**src/rtl/sap_safe_reg_responder.sv**
```systemverilog
// OBI responder for the safe-CPU CSR window: a bank of byte-writable config
// registers plus error bookkeeping (ERR_CNT, LAST_ERR_ADDR), 1-cycle responses.
module sap_safe_reg_responder #(
    parameter logic [31:0] BASE_ADDR = 32'h2000_0000,
    parameter int          NUM_REGS  = 8,
    parameter logic [31:0] ERR_RDATA = 32'hBADA_CCE5
) (
    input  logic                       clk_i,
    input  logic                       rst_ni,
    input  logic                       req_i,
    output logic                       gnt_o,
    input  logic [31:0]                addr_i,
    input  logic                       we_i,
    input  logic [3:0]                 be_i,
    input  logic [31:0]                wdata_i,
    output logic                       rvalid_o,
    output logic [31:0]                rdata_o,
    output logic                       err_o,
    output logic [32*NUM_REGS-1:0]     regs_o,
    output logic [NUM_REGS-1:0]        wr_pulse_o
);

    // Handshake: a request is accepted in any cycle where req_i && gnt_o at the
    // rising edge; gnt_o follows req_i, so every request is taken immediately and
    // its response (rvalid_o with rdata_o/err_o) appears exactly one cycle later.

    logic [31:0]         regs_q [NUM_REGS];
    logic [15:0]         err_cnt_q;
    logic [31:0]         last_err_addr_q;

    logic [7:0]          off;
    logic [3:0]          reg_idx;
    logic                hit;
    logic                aligned;
    logic                sel_reg;
    logic                sel_cnt;
    logic                sel_lea;
    logic                acc_err;
    logic [31:0]         rd_word;
    logic [NUM_REGS-1:0] wr_hit;

    assign gnt_o = req_i & rst_ni;

    always_comb begin
        off     = addr_i[7:0];
        reg_idx = off[5:2];
        hit     = (addr_i[31:8] == BASE_ADDR[31:8]);
        aligned = (addr_i[1:0] == 2'b00);
        sel_reg = (off[7:6] == 2'b00) && ({28'd0, reg_idx} < 32'(NUM_REGS));
        sel_cnt = (off == 8'h40);
        sel_lea = (off == 8'h44);
        acc_err = !hit || !aligned || !(sel_reg || sel_cnt || sel_lea);
        rd_word = '0;
        wr_hit  = '0;
        for (int k = 0; k < NUM_REGS; k++) begin
            if (sel_reg && (reg_idx == 4'(k))) begin
                rd_word   = regs_q[k];
                wr_hit[k] = req_i && we_i && (be_i != 4'b0000) && !acc_err;
            end
        end
        if (sel_cnt) rd_word = {16'd0, err_cnt_q};
        if (sel_lea) rd_word = last_err_addr_q;
    end

    // Byte-lane merge into the addressed config register.
    always_ff @(posedge clk_i or negedge rst_ni) begin
        if (!rst_ni) begin
            for (int k = 0; k < NUM_REGS; k++) regs_q[k] <= '0;
        end else begin
            for (int k = 0; k < NUM_REGS; k++) begin
                if (wr_hit[k]) begin
                    for (int b = 0; b < 4; b++) begin
                        if (be_i[b]) regs_q[k][8*b +: 8] <= wdata_i[8*b +: 8];
                    end
                end
            end
        end
    end

    always_ff @(posedge clk_i or negedge rst_ni) begin
        if (!rst_ni) begin
            err_cnt_q       <= '0;
            last_err_addr_q <= '0;
        end else if (req_i && acc_err) begin
            if (err_cnt_q != 16'hFFFF) err_cnt_q <= err_cnt_q + 16'd1;
            last_err_addr_q <= addr_i;
        end else if (req_i && we_i && sel_cnt && (be_i != 4'b0000)) begin
            err_cnt_q <= '0;
        end
    end

    // rdata_o keeps its last value between responses; err_o is cleared.
    always_ff @(posedge clk_i or negedge rst_ni) begin
        if (!rst_ni) begin
            rvalid_o   <= 1'b0;
            rdata_o    <= '0;
            err_o      <= 1'b0;
            wr_pulse_o <= '0;
        end else begin
            rvalid_o   <= req_i;
            wr_pulse_o <= wr_hit;
            if (req_i) begin
                err_o   <= acc_err;
                rdata_o <= acc_err ? ERR_RDATA : (we_i ? 32'd0 : rd_word);
            end else begin
                err_o   <= 1'b0;
            end
        end
    end

    for (genvar k = 0; k < NUM_REGS; k++) begin : g_regs_o
        assign regs_o[32*k +: 32] = regs_q[k];
    end

endmodule

```
**config.mk**
```make
export PLATFORM = sky130hd
export DESIGN_NAME = sap_safe_reg_responder
export DESIGN_NICKNAME = d
export VERILOG_FILES = /design/src/rtl/sap_safe_reg_responder.sv
export SDC_FILE = /design/constraint.sdc
export NUM_CORES = 1
export LEC_CHECK = 0
export BUFFER_PORTS_ARGS = -buffer_cell sky130_fd_sc_hd__buf_2
export CORE_ASPECT_RATIO = 2
export CORE_UTILIZATION = 32
export DETAILED_ROUTE_END_ITERATION = 10
export PLACE_DENSITY_LB_ADDON = 0.15
export SLEW_MARGIN = 20
export SYNTH_ARGS = -nofsm -noshare
export SYNTH_HDL_FRONTEND = slang
export SYNTH_SLANG_ARGS = --single-unit
```
**constraint.sdc**
```tcl
create_clock -name clk_i -period 2.1 [get_ports clk_i]
set_clock_uncertainty 0.15 [all_clocks]
set_input_delay 0.21 -clock clk_i [delete_from_list [all_inputs] [get_ports clk_i]]
set_output_delay 0.21 -clock clk_i [all_outputs]
set_load 0.02 [all_outputs]
```
==> impl_metrics.py, run 1 <==
metrics = {
    "finish": {
        "syn_to_final_growth_pct": 46.0,
        "fin_nets": 2053,
        "finalCoreUtilization": 0.473,
        "fill_cells": 4698,
        "layout-drive-gt1-share": 0.500,
        "diodes": 0,
        "seq_area_mm2": 0.00866,
        "multi_input_area_mm2": 0.00711,
        "finalNonFillerCells": 2644,
    },
    "setup_path": {
        "critical_path_class": "input port to flop",
        "cp.depth": 11,
        "setup.worst_path.start_class": "input port",
        "path_common_cell": "buf_12",
        "r2r_cells": 6,
        "critPathTopFamily": "simple AND/OR/NAND/NOR gates",
        "worstPathCellList": "buf_2 -> nor4_1 -> nand3_1 -> buf_4 -> nor3_4 -> buf_12 -> nand4_2 -> buf_12 -> nor2_2 -> buf_12 -> mux2_2",
        "worstSetupEndpointType": "flop",
        "crit_buf_inv": 5,
        "max_stage_delay_ns": 0.36,
        "arrival_ns": 2.31,
        "critical_path_required_ns": 2.37,
        "cp_max_fo": 8,
        "cp_slowest_cell": "nor4_1",
    },
    "synthesis": {
        "postSynthAreaPerCell_um2": 11.8,
        "ys_types": 58,
        "synth.yosys.seq_area_share": 0.555,
        "synth_edf_count": 0,
        "ys.flop_type": "dfrtp_1",
        "synth_seq_cells": 346,
        "async_flop_share": 1.00,
        "synth_top_area_frac": 0.555,
        "synth_area_leaders": "dfrtp_1, mux2_2, nand2_1",
        "yosysTopAreaCell": "dfrtp_1",
        "synth_warnings": 0,
        "postSynthNetCount": 1396,
        "syn-cell-area_mm2": 0.0156,
        "netlist_instances": 1323,
    },
    "clock_tree": {
        "cts_root_buf": "clkbuf_16",
        "htreeDepth": 2,
        "cts_tree": "built",
        "cts_buffers": 35,
        "insertion_delay_ns": 0.54,
        "clock_path_buffers": 3,
        "cts_sinks": 346,
        "clk_pin_slew_ns": 0.06,
    },
    "sta": {
        "hold_slack_ns": 0.0121,
        "fmax_ghz": 0.490,
        "setup_tns_ns": 0,
        "rsz0062_at_grt": "no",
        "finalWorstSetupSlack_ns": 0.0603,
        "slew_headroom": 0.657,
        "min_period_ns": 2.04,
        "fin_crit_sh": 0.971,
        "worstMarginPinSlew_ns": 0.512,
        "drv_slew": 0,
        "setup_viol": 0,
        "hold_violations": 0,
    },
    "power": {
        "power_density_mw_per_mm2": 645,
        "switchingPower_mw": 3.68,
        "clkPwrFrac": 0.450,
        "ir_drop_uv": 600,
        "intPower_mw": 11.0,
        "swShare": 0.250,
        "seq_power_share": 0.471,
        "p_comb_frac": 0.079,
        "p_leak_nw": 11.5,
    },
    "placed_design": {
        "io_buffers": 370,
        "post-place-ws_ns": -0.786,
        "dp_hpwl_mm": 54.3,
        "place_congestion": 0.892,
        "numPlacedInstances": 2515,
    },
    "route": {
        "vias": 14000,
        "totalWireLength_mm": 70.1,
        "remaining_drc_errors": 0,
        "drt_pass1_iterations": 8,
        "ant_nets": 0,
        "drtIter0Drc": 759,
        "avgViaCountPerCell": 5.29,
        "wl_per_cell_um": 26.5,
    },
    "global_routing": {
        "grt_pass1_vias": 14600,
        "antenna_found_initial": 1,
        "grt_max_degree": 93,
        "grt_pass1_wl_mm": 100,
        "overflow": 0,
        "grt_use_total": 0.284,
    },
    "floorplanning": {
        "die_y_um": 314,
        "die_w_um": 158,
        "core-area_mm2": 0.0482,
        "dieArea_mm2": 0.0497,
        "start_util": 0.324,
        "io_pins": 371,
        "num_rows": 114,
    },
    "outcome": {
        "status": "completed",
    },
    "run": {
        "maxCapViolCount": 0,
    },
    "min_path": {
        "hold_class": "input port to asynchronous set/reset pin",
    },
}
## power by group through the flow
stage	Sequential [mW]	Clock [mW]	Combinational, mW
after detailed placement	7.05	0	1.07
after floorplan	7.00	0	0.385
final	6.92	6.62	1.17
after global placement	7.04	0	1.06
after global routing	6.94	6.99	1.26
after CTS	6.92	6.77	1.17
## cell families after synthesis
group                    count (synthesis)  synth area share
adder cells (fa/ha/maj)                  1          0.000801
AO/OA/AOI/OAI                          226            0.0978
AND/OR/NAND/NOR                        388             0.121
buffers and inverters                   69            0.0177
flip-flops                             346             0.555
XOR/XNOR                                 8           0.00449
multiplexers                           285             0.204
## cells in the mapped netlist (3+ instances only)
cell type and instances:
a211o_1 4, a211oi_1 5, a21oi_1 27, a221oi_1 18
a222oi_1 9, a22o_1 4, a22oi_1 29, a32oi_1 3
and2_1 8, and3_1 11, and4_1 5, buf_1 6
buf_2 14, clkbuf_1 44, dfrtp_1 346, inv_1 5
mux2_2 263, mux2i_1 22, nand2_1 164, nand2b_1 3
nand3_1 36, nand4_1 8, nand4_2 4, nor2_1 60
nor2_2 33, nor2b_1 11, nor3_1 10, nor4_1 12
o211ai_1 12, o21ai_0 61, o221ai_1 5, o22ai_1 22
o2bb2ai_1 4, o31ai_1 10, or3_1 5, or4_1 6
xor2_1 6
## placed cells by master, fill, tap and decap left out, drive strengths merged, types with 18 or more instances in the layout
cell,instances
buf,621
dfrtp,346
mux2,263
nand2,164
nor2,93
dlygate4sd3,63
o21ai,62
clkbuf,45
nand3,36
a22oi,29
a21oi,27
o22ai,22
mux2i,22
a221oi,18
## path summary, 6_finish.rpt
kind | endpoint | start | slack, ns
worst max register to register | err_cnt_q[9] | err_cnt_q[7] | 0.15
worst min-delay path | rvalid_o | rst_ni | 0.01
min in group clk_i | rvalid_o | req_i | 0.02
worst min register to register | last_err_addr_q[23] | last_err_addr_q[23] | 0.33
worst max-delay path | regs_o[28] | addr_i[22] | 0.06
max in group asynchronous | regs_o[142] | rst_ni | 0.93
## worst reg2reg max path, delay by kind of cell, from the launching register on
kind / cells / cell delay, ns
and+or+nand+nor: 5 / 1.19
DFF: 1 / 0.37
AOI/OAI and AO/OA: 1 / 0.16
## registers in the layout (all words and copies together), names as in the netlist
name / cells
err_cnt_q: 16
err_o: 1
last_err_addr_q: 32
rdata_o: 32
regs_o: 256
rvalid_o: 1
wr_pulse_o: 8
## metrics by stage
stage	instance area, um2	total power, mW
2_1_floorplan	16000	7.38
3_3_place_gp	20900	8.10
3_5_place_dp	20900	8.12
4_1_cts	22700	14.9
5_1_grt	22800	15.2
6_report	22800	14.7
## layout make-up
cell class,instances,area share
Sequential cell,346,0.380
Multi-Input combinational cell,908,0.312
Timing Repair Buffer,684,0.220
Clock buffer,45,0.0423
Tap cell,638,0.0350
Clock inverter,18,0.00972
Inverter,5,0.000823
## layer usage
layer | wire [um] | vias to the layer above | track usage
met4 | 4170 | 0 | 0.155
met3 | 3580 | 136 | 0.0416
met2 | 37000 | 544 | 0.517
met5 | 0 | - | 0
met1 | 25300 | 7121 | 0.311
li1 | - | 6182 | -
## timing repair
item                                    4_1_cts  5_1_grt
endpoints found under the setup margin      107       93
setup buffers                                 2        1
hold buffers                                 63        0
endpoints found under the hold margin       633        0
cloned                                        0        0
gates resized for setup                       3       15
pin swaps                                     2        1
Power figures use the tool's default switching activity.
==> run 2, diff against run 1 <==
--- a/config.mk
+++ b/config.mk
@@ -5,7 +5,9 @@
 export SDC_FILE = /design/constraint.sdc
 export NUM_CORES = 1
 export LEC_CHECK = 0
+export ABC_AREA = 1
 export BUFFER_PORTS_ARGS = -buffer_cell sky130_fd_sc_hd__buf_2
+export CAP_MARGIN = 20
 export CORE_ASPECT_RATIO = 2
 export CORE_UTILIZATION = 32
 export DETAILED_ROUTE_END_ITERATION = 10
==> run 2 against run 1 <==
Compared with the run above: wire length decreased by 1.7%; worst setup slack improved by 0.073 ns; first-iteration DRC count increased by 41%; global-route usage is 2.4 points lower; utilization shrank 3.7 points; hold slack improved by 0.0048 ns; critical path depth unchanged; final cell count grew 21%; critical path type unchanged.
==> impl_metrics.py, run 2 <==
metrics = {
    "clock_tree": {
        "cts_tree": "built",
        "clock_path_buffers": 3,
        "cts_buffers": 38,
        "insertion_delay_ns": 0.57,
        "post-cts-setup-buffers": 0,
        "clk_pin_slew_ns": 0.07,
        "cts_root_buf": "clkbuf_16",
        "cts_sinks": 346,
        "htreeDepth": 2,
    },
    "global_routing": {
        "grt_pass1_vias": 15700,
        "antenna_found_initial": 2,
        "overflow": 0,
        "grt_use_total": 0.260,
        "grt_pass1_wl_mm": 101,
        "grt_max_degree": 66,
    },
    "placed_design": {
        "place_congestion": 0.931,
        "dp_hpwl_mm": 52.9,
        "post-place-ws_ns": -0.354,
        "numPlacedInstances": 3064,
        "io_buffers": 370,
    },
    "sta": {
        "min_period_ns": 1.97,
        "rsz0062_at_grt": "yes",
        "worstMarginPinSlew_ns": 0.564,
        "drv_slew": 0,
        "fmax_ghz": 0.509,
        "fin_crit_sh": 0.936,
        "hold_violations": 0,
        "setup_viol": 0,
        "finalWorstSetupSlack_ns": 0.133,
        "slew_headroom": 0.624,
    },
    "power": {
        "seq_power_share": 0.452,
        "p_comb_frac": 0.067,
        "ir_drop_uv": 613,
        "intPower_mw": 11.5,
        "switchingPower_mw": 3.73,
        "total_power_mw": 15.2,
        "swShare": 0.246,
        "p_leak_nw": 11.4,
        "power_density_mw_per_mm2": 683,
        "clkPwrFrac": 0.481,
    },
    "floorplanning": {
        "start_util": 0.325,
        "die_y_um": 324,
        "io_pins": 371,
        "num_rows": 117,
        "die_w_um": 163,
        "dieArea_mm2": 0.0529,
        "core-area_mm2": 0.0511,
    },
    "synthesis": {
        "syn-cell-area_mm2": 0.0166,
        "synth_seq_cells": 346,
        "synth_top_family_by_area": "simple AND/OR/NAND/NOR gates",
        "yosysTopAreaCell": "dfrtp_1",
        "postSynthAreaPerCell_um2": 8.41,
        "synthMuxAreaShare": 0,
        "synth_xor_area_frac": 0.00474,
        "synth_common_cells": "nand2_1, dfrtp_1, o21ai_1, inv_1, nand3_1",
        "yosys.area_share.adder": 0.000752,
        "synth_top_area_frac": 0.521,
        "synth_compound_area_frac": 0.116,
        "synth_edf_count": 0,
        "synth_warnings": 0,
        "ys_types": 38,
        "async_flop_share": 1.00,
        "ys.flop_type": "dfrtp_1",
        "netlist_instances": 1977,
        "synth.yosys.seq_area_share": 0.521,
        "synth_most_common_cell": "nand2_1",
        "postSynthNetCount": 2050,
        "yosys.area_share.simple": 0.285,
        "synth_area_leaders": "dfrtp_1, nand2_1, o21ai_1",
    },
    "setup_path": {
        "crit_buf_inv": 3,
        "cp_max_fo": 18,
        "ff2ff_setup_slack_ns": 0.21,
        "critPathTopFamily": "simple AND/OR/NAND/NOR gates",
        "crit_path_start": "addr_i[30]",
        "cp_slowest_cell": "dlygate4sd3_1",
        "arrival_ns": 2.25,
        "critical_path_required_ns": 2.38,
        "critical_path_class": "input port to flop",
        "max_stage_delay_ns": 0.53,
        "setup.worst_path.start_class": "input port",
        "r2r-start": "err_cnt_q[0]",
        "worstPathCellList": "dlygate4sd3_1 -> buf_2 -> nor2_1 -> nand3_1 -> nor2_2 -> nand2_2 -> nor2_8 -> buf_12 -> nand3_4 -> nand2_1 -> o21ai_2",
        "worstSetupEndpointType": "flop",
    },
    "route": {
        "avgViaCountPerCell": 4.92,
        "drt_pass1_iterations": 8,
        "remaining_drc_errors": 0,
        "vias": 15800,
        "totalWireLength_mm": 68.9,
        "wl_per_cell_um": 21.5,
        "ant_nets": 0,
        "drtIter0Drc": 1070,
    },
    "finish": {
        "fin_nets": 2594,
        "syn_to_final_growth_pct": 33.8,
        "most-common-layout-cells": "nand2_1, buf_2, dfrtp_1, o21ai_1, inv_1",
        "seq_area_mm2": 0.00866,
        "final_common_cell": "nand2_1",
        "multi_input_area_mm2": 0.00678,
        "largest_reg_flops": 256,
        "finalNonFillerCells": 3206,
        "layout-drive-gt1-share": 0.282,
        "fill_cells": 5222,
    },
    "min_path": {
        "hp-start": "wdata_i[14]",
        "hold_class": "input port to flop",
    },
    "outcome": {
        "status": "completed",
    },
    "run": {
        "maxCapViolCount": 0,
    },
}
run 2: cell types whose count changed after synthesis, sizes merged, moves of 18 or more:
cell	change
o21ai	+234
a22oi	-29
nand4	+23
inv	+133
o22ai	-19
mux2i	-22
buf	+51
or2	+35
clkbuf	-27
nand2	+552
a221oi	-18
nand3	+96
mux2	-263
run 2: worst min-delay path, stage by stage:
cell,delay (ns)
buf_2,0.08
inv_1,0.20
o21ai_1,0.19
run 2: routing by layer:
metal | track usage | vias to the layer above | wire length [um]
li1 | - | 7495 | -
met1 | 0.295 | 7627 | 25900
met2 | 0.461 | 536 | 35500
met3 | 0.0470 | 112 | 4140
met4 | 0.124 | 2 | 3340
met5 | 0 | - | 12
run 2: per-stage QoR:
stage	hold slack [ns]	utilization	area [um2]	TNS, ns
detailed placement	-0.0502	0.395	20200	-68.86
CTS	0.00236	0.435	22200	0
global placement	-0.0504	0.395	20200	-66.56
finish	0.0169	0.436	22300	0
floorplan	-0.236	-	16600	0
global route	0.0174	0.436	22300	-0.103
run 2: power by group through the flow:
| stage | registers [mW] | clock network (mW) | logic (mW) |
|---|---|---|---|
| detailed placement | 6.99 | 0 | 0.928 |
| global route | 6.88 | 7.69 | 1.12 |
| global placement | 6.99 | 0 | 0.920 |
| finish | 6.87 | 7.32 | 1.01 |
| CTS | 6.87 | 7.47 | 1.03 |
| floorplan | 6.98 | 0 | 0.352 |
run 2: layout make-up:
cell class              instances  area share
flip-flops and latches        346       0.389
diodes                          1    0.000112
well taps                     654      0.0368
clock buffers                  54      0.0499
clock inverters                16      0.0108
inverters                     140      0.0237
repair buffers                591       0.185
multi-input cells            1404       0.305
run 2: final timing paths:
kind | to | depth (start not counted)
max | regs_o[241] | 11
min | regs_o[206] | 3
max reg2reg | err_cnt_q[15] | 8
min reg2reg | rdata_o[21] | 2
max in group asynchronous | regs_o[226] | 4
min in group asynchronous | wr_pulse_o[3] | 3
run 2: repair_timing:
action	CTS	global route
gates resized for setup	0	6
hold buffers	69	0
endpoints found under the hold margin	527	0
endpoints found under the setup margin	0	42
run 2: cell families (layout without fill, tap and decap cells):
logic type	after synthesis	in the layout
and+or+nand+nor	1044	1045
buffers and inverters	228	801
other	0	1
xor gates and xnor gates	9	9
adders and majority gates	1	1
DFF	346	346
AOI/OAI and AO/OA	349	349
==> run 3, diff against run 2 <==
--- a/config.mk
+++ b/config.mk
@@ -10,6 +10,7 @@
 export CAP_MARGIN = 20
 export CORE_ASPECT_RATIO = 2
 export CORE_UTILIZATION = 32
+export CTS_BUF_LIST = sky130_fd_sc_hd__clkbuf_4 sky130_fd_sc_hd__clkbuf_8
 export DETAILED_ROUTE_END_ITERATION = 10
 export PLACE_DENSITY_LB_ADDON = 0.15
 export SLEW_MARGIN = 20
==> constraint.sdc (replaced) <==
create_clock -name clk_i -period 2.5 [get_ports clk_i]
set_clock_uncertainty 0.15 [all_clocks]
set_input_delay 0.25 -clock clk_i [delete_from_list [all_inputs] [get_ports clk_i]]
set_output_delay 0.25 -clock clk_i [all_outputs]
set_load 0.02 [all_outputs]
==> run 3 against run 2 <==
Compared with the run above: total power fell by 23%; combinational power fell by 21%; die area did not move; sequential share of layout area rose by 1.9 points; global-route usage rose by 0.58 points; worst setup slack got worse by 0.047 ns; critical path depth rose by 4; highest routed layer is now met4; first-iteration DRC count rose by 8.8%; utilization fell by 2.0 points; final cell count fell by 1.6%; clock power fell by 29%.
==> impl_metrics.py, run 3 (same netlist as run 2, synthesis figures left out) <==
metrics = {
    "outcome": {
        "status": "completed",
    },
    "finish": {
        "fin_nets": 2532,
        "most-common-layout-cells": "nand2_1, buf_2, dfrtp_1, o21ai_1, inv_1",
        "layout-drive-gt1-share": 0.267,
        "final_common_cell": "nand2_1",
        "fill_cells": 5259,
        "largest_reg_flops": 256,
        "syn_to_final_growth_pct": 27.7,
        "finalNonFillerCells": 3155,
    },
    "sta": {
        "drv_slew": 0,
        "hold_violations": 0,
        "fmax_ghz": 0.414,
        "slew_headroom": 0.549,
        "worstMarginPinSlew_ns": 0.676,
        "fin_crit_sh": 0.966,
        "setup_viol": 0,
        "min_period_ns": 2.41,
        "rsz0062_at_grt": "no",
        "setup_tns_ns": 0,
    },
    "global_routing": {
        "grt_max_degree": 118,
        "antenna_found_initial": 2,
        "grt_pass1_vias": 15700,
        "use_met1": 0.297,
        "use_met3": 0.0462,
        "grtUsageMet2": 0.479,
        "overflow": 0,
        "grt_use_total": 0.266,
        "grt_pass1_wl_mm": 103,
        "top_usage_layer": "met2",
    },
    "placed_design": {
        "dp_hpwl_mm": 53.5,
        "place_congestion": 0.927,
        "io_buffers": 370,
        "numPlacedInstances": 2987,
    },
    "setup_path": {
        "critPathTopFamily": "buffers and inverters",
        "cp.depth": 15,
        "arrival_ns": 2.83,
        "crit_buf_inv": 6,
        "setup.worst_path.start_class": "input port",
        "ff2ff_setup_slack_ns": 0.53,
        "critical_path_required_ns": 2.92,
        "cp_max_fo": 18,
        "worstSetupEndpointType": "flop",
        "critical_path_class": "input port to flop",
        "max_stage_delay_ns": 0.59,
        "path_common_cell": "nand2_1",
        "r2r_cells": 8,
        "r2r-start": "err_cnt_q[0]",
        "worstPathCellList": "dlygate4sd3_1 -> buf_2 -> inv_1 -> nand2_1 -> nor2_4 -> nand2_1 -> buf_12 -> inv_2 -> buf_4 -> nand2_1 -> nand4_1 -> nand2_1 -> nand2_1 -> nand2_1 -> nand2_1",
        "r2r_end": "err_cnt_q[7]",
        "cp_slowest_cell": "dlygate4sd3_1",
    },
    "floorplanning": {
        "die_w_um": 163,
        "start_util": 0.325,
        "num_rows": 117,
        "core-area_mm2": 0.0511,
        "dieArea_mm2": 0.0529,
        "die_y_um": 324,
        "io_pins": 371,
    },
    "route": {
        "vias": 15600,
        "drt_pass1_iterations": 5,
        "drtIter0Drc": 1164,
        "totalWireLength_mm": 70.1,
        "ant_nets": 0,
        "wl_per_cell_um": 22.2,
        "remaining_drc_errors": 0,
        "avgViaCountPerCell": 4.94,
    },
    "clock_tree": {
        "insertion_delay_ns": 0.66,
        "post-cts-setup-buffers": 0,
        "clock_path_buffers": 3,
        "clk_pin_slew_ns": 0.06,
        "cts_tree": "built",
        "cts_buffers": 55,
        "cts_root_buf": "clkbuf_8",
        "cts_sinks": 346,
        "htreeDepth": 2,
    },
    "power": {
        "power_density_mw_per_mm2": 553,
        "seq_power_share": 0.492,
        "clkPwrFrac": 0.441,
        "intPower_mw": 8.73,
        "switchingPower_mw": 3.01,
        "p_comb_frac": 0.068,
        "p_leak_nw": 11.0,
        "swShare": 0.257,
        "ir_drop_uv": 378,
    },
    "run": {
        "maxCapViolCount": 0,
    },
    "min_path": {
        "hold_class": "input port to asynchronous set/reset pin",
    },
}
[run 3: cell type report]
type / count / area [um2] / area share
clock inverter: 11 / 86.3 / 0.00406
timing repair buffer: 513 / 3320 / 0.156
clock buffer: 85 / 1060 / 0.0498
inverter: 140 / 527 / 0.0248
multi-input combinational: 1403 / 6770 / 0.319
sequential: 346 / 8660 / 0.408
antenna: 3 / 7.51 / 0.000353
tap: 654 / 818 / 0.0385
[run 3: worst max-delay path by stage]
stage / from / to / slack [ns]
2_1_floorplan: addr_i[5] / regs_o[45] / 0.63
3_3_place_gp: addr_i[5] / rdata_o[12] / 0.08
3_5_place_dp: addr_i[5] / rdata_o[12] / 0.03
4_1_cts: addr_i[2] / rdata_o[12] / 0.11
5_1_grt: addr_i[6] / rdata_o[22] / 0.03
6_report: addr_i[6] / rdata_o[22] / 0.09
[run 3: per-stage QoR]
stage / power, mW / area [um2] / setup slack [ns] / util / hold slack, ns
detailed placement: 6.59 / 19400 / 0.0331 / 0.379 / 0.0251
global route: 12.2 / 21200 / 0.0283 / 0.416 / 0.115
global placement: 6.58 / 19400 / 0.0783 / 0.379 / 0.0208
floorplan: 6.16 / 16600 / 0.630 / - / -0.196
finish: 11.7 / 21200 / 0.0861 / 0.416 / 0.0899
CTS: 11.9 / 21200 / 0.115 / 0.416 / 0.0629
[run 3: power by group through the flow]
stage                     registers (mW)  logic [mW]  clock network [mW]
after floorplan                     5.86       0.296                   0
after global placement              5.87       0.704                   0
after detailed placement            5.88       0.710                   0
after CTS                           5.77       0.805                5.30
after global routing                5.78       0.876                5.52
final                               5.77       0.793                5.17
[run 3: worst register-to-register path, stage by stage, from the launching register on]
cell	delay, ns
dfrtp_1	0.49
ha_1	0.28
nand3_1	0.17
nor2_1	0.18
nand3_1	0.14
nand2_1	0.15
buf_4	0.19
nand3_1	0.08
nand2_1	0.08
[run 3: timing repair]
item                       in CTS  in global routing
resized for setup               0                  1
hold endpoints to repair      648                  0
hold buffers                   69                  0
setup endpoints to repair       0                  1
[run 3: per-layer routing]
metal / share of wire / wire length [um]
met1: 0.37 / 26000
met4: 0.046 / 3200
met3: 0.061 / 4290
met2: 0.52 / 36500
met5: 0 / 0
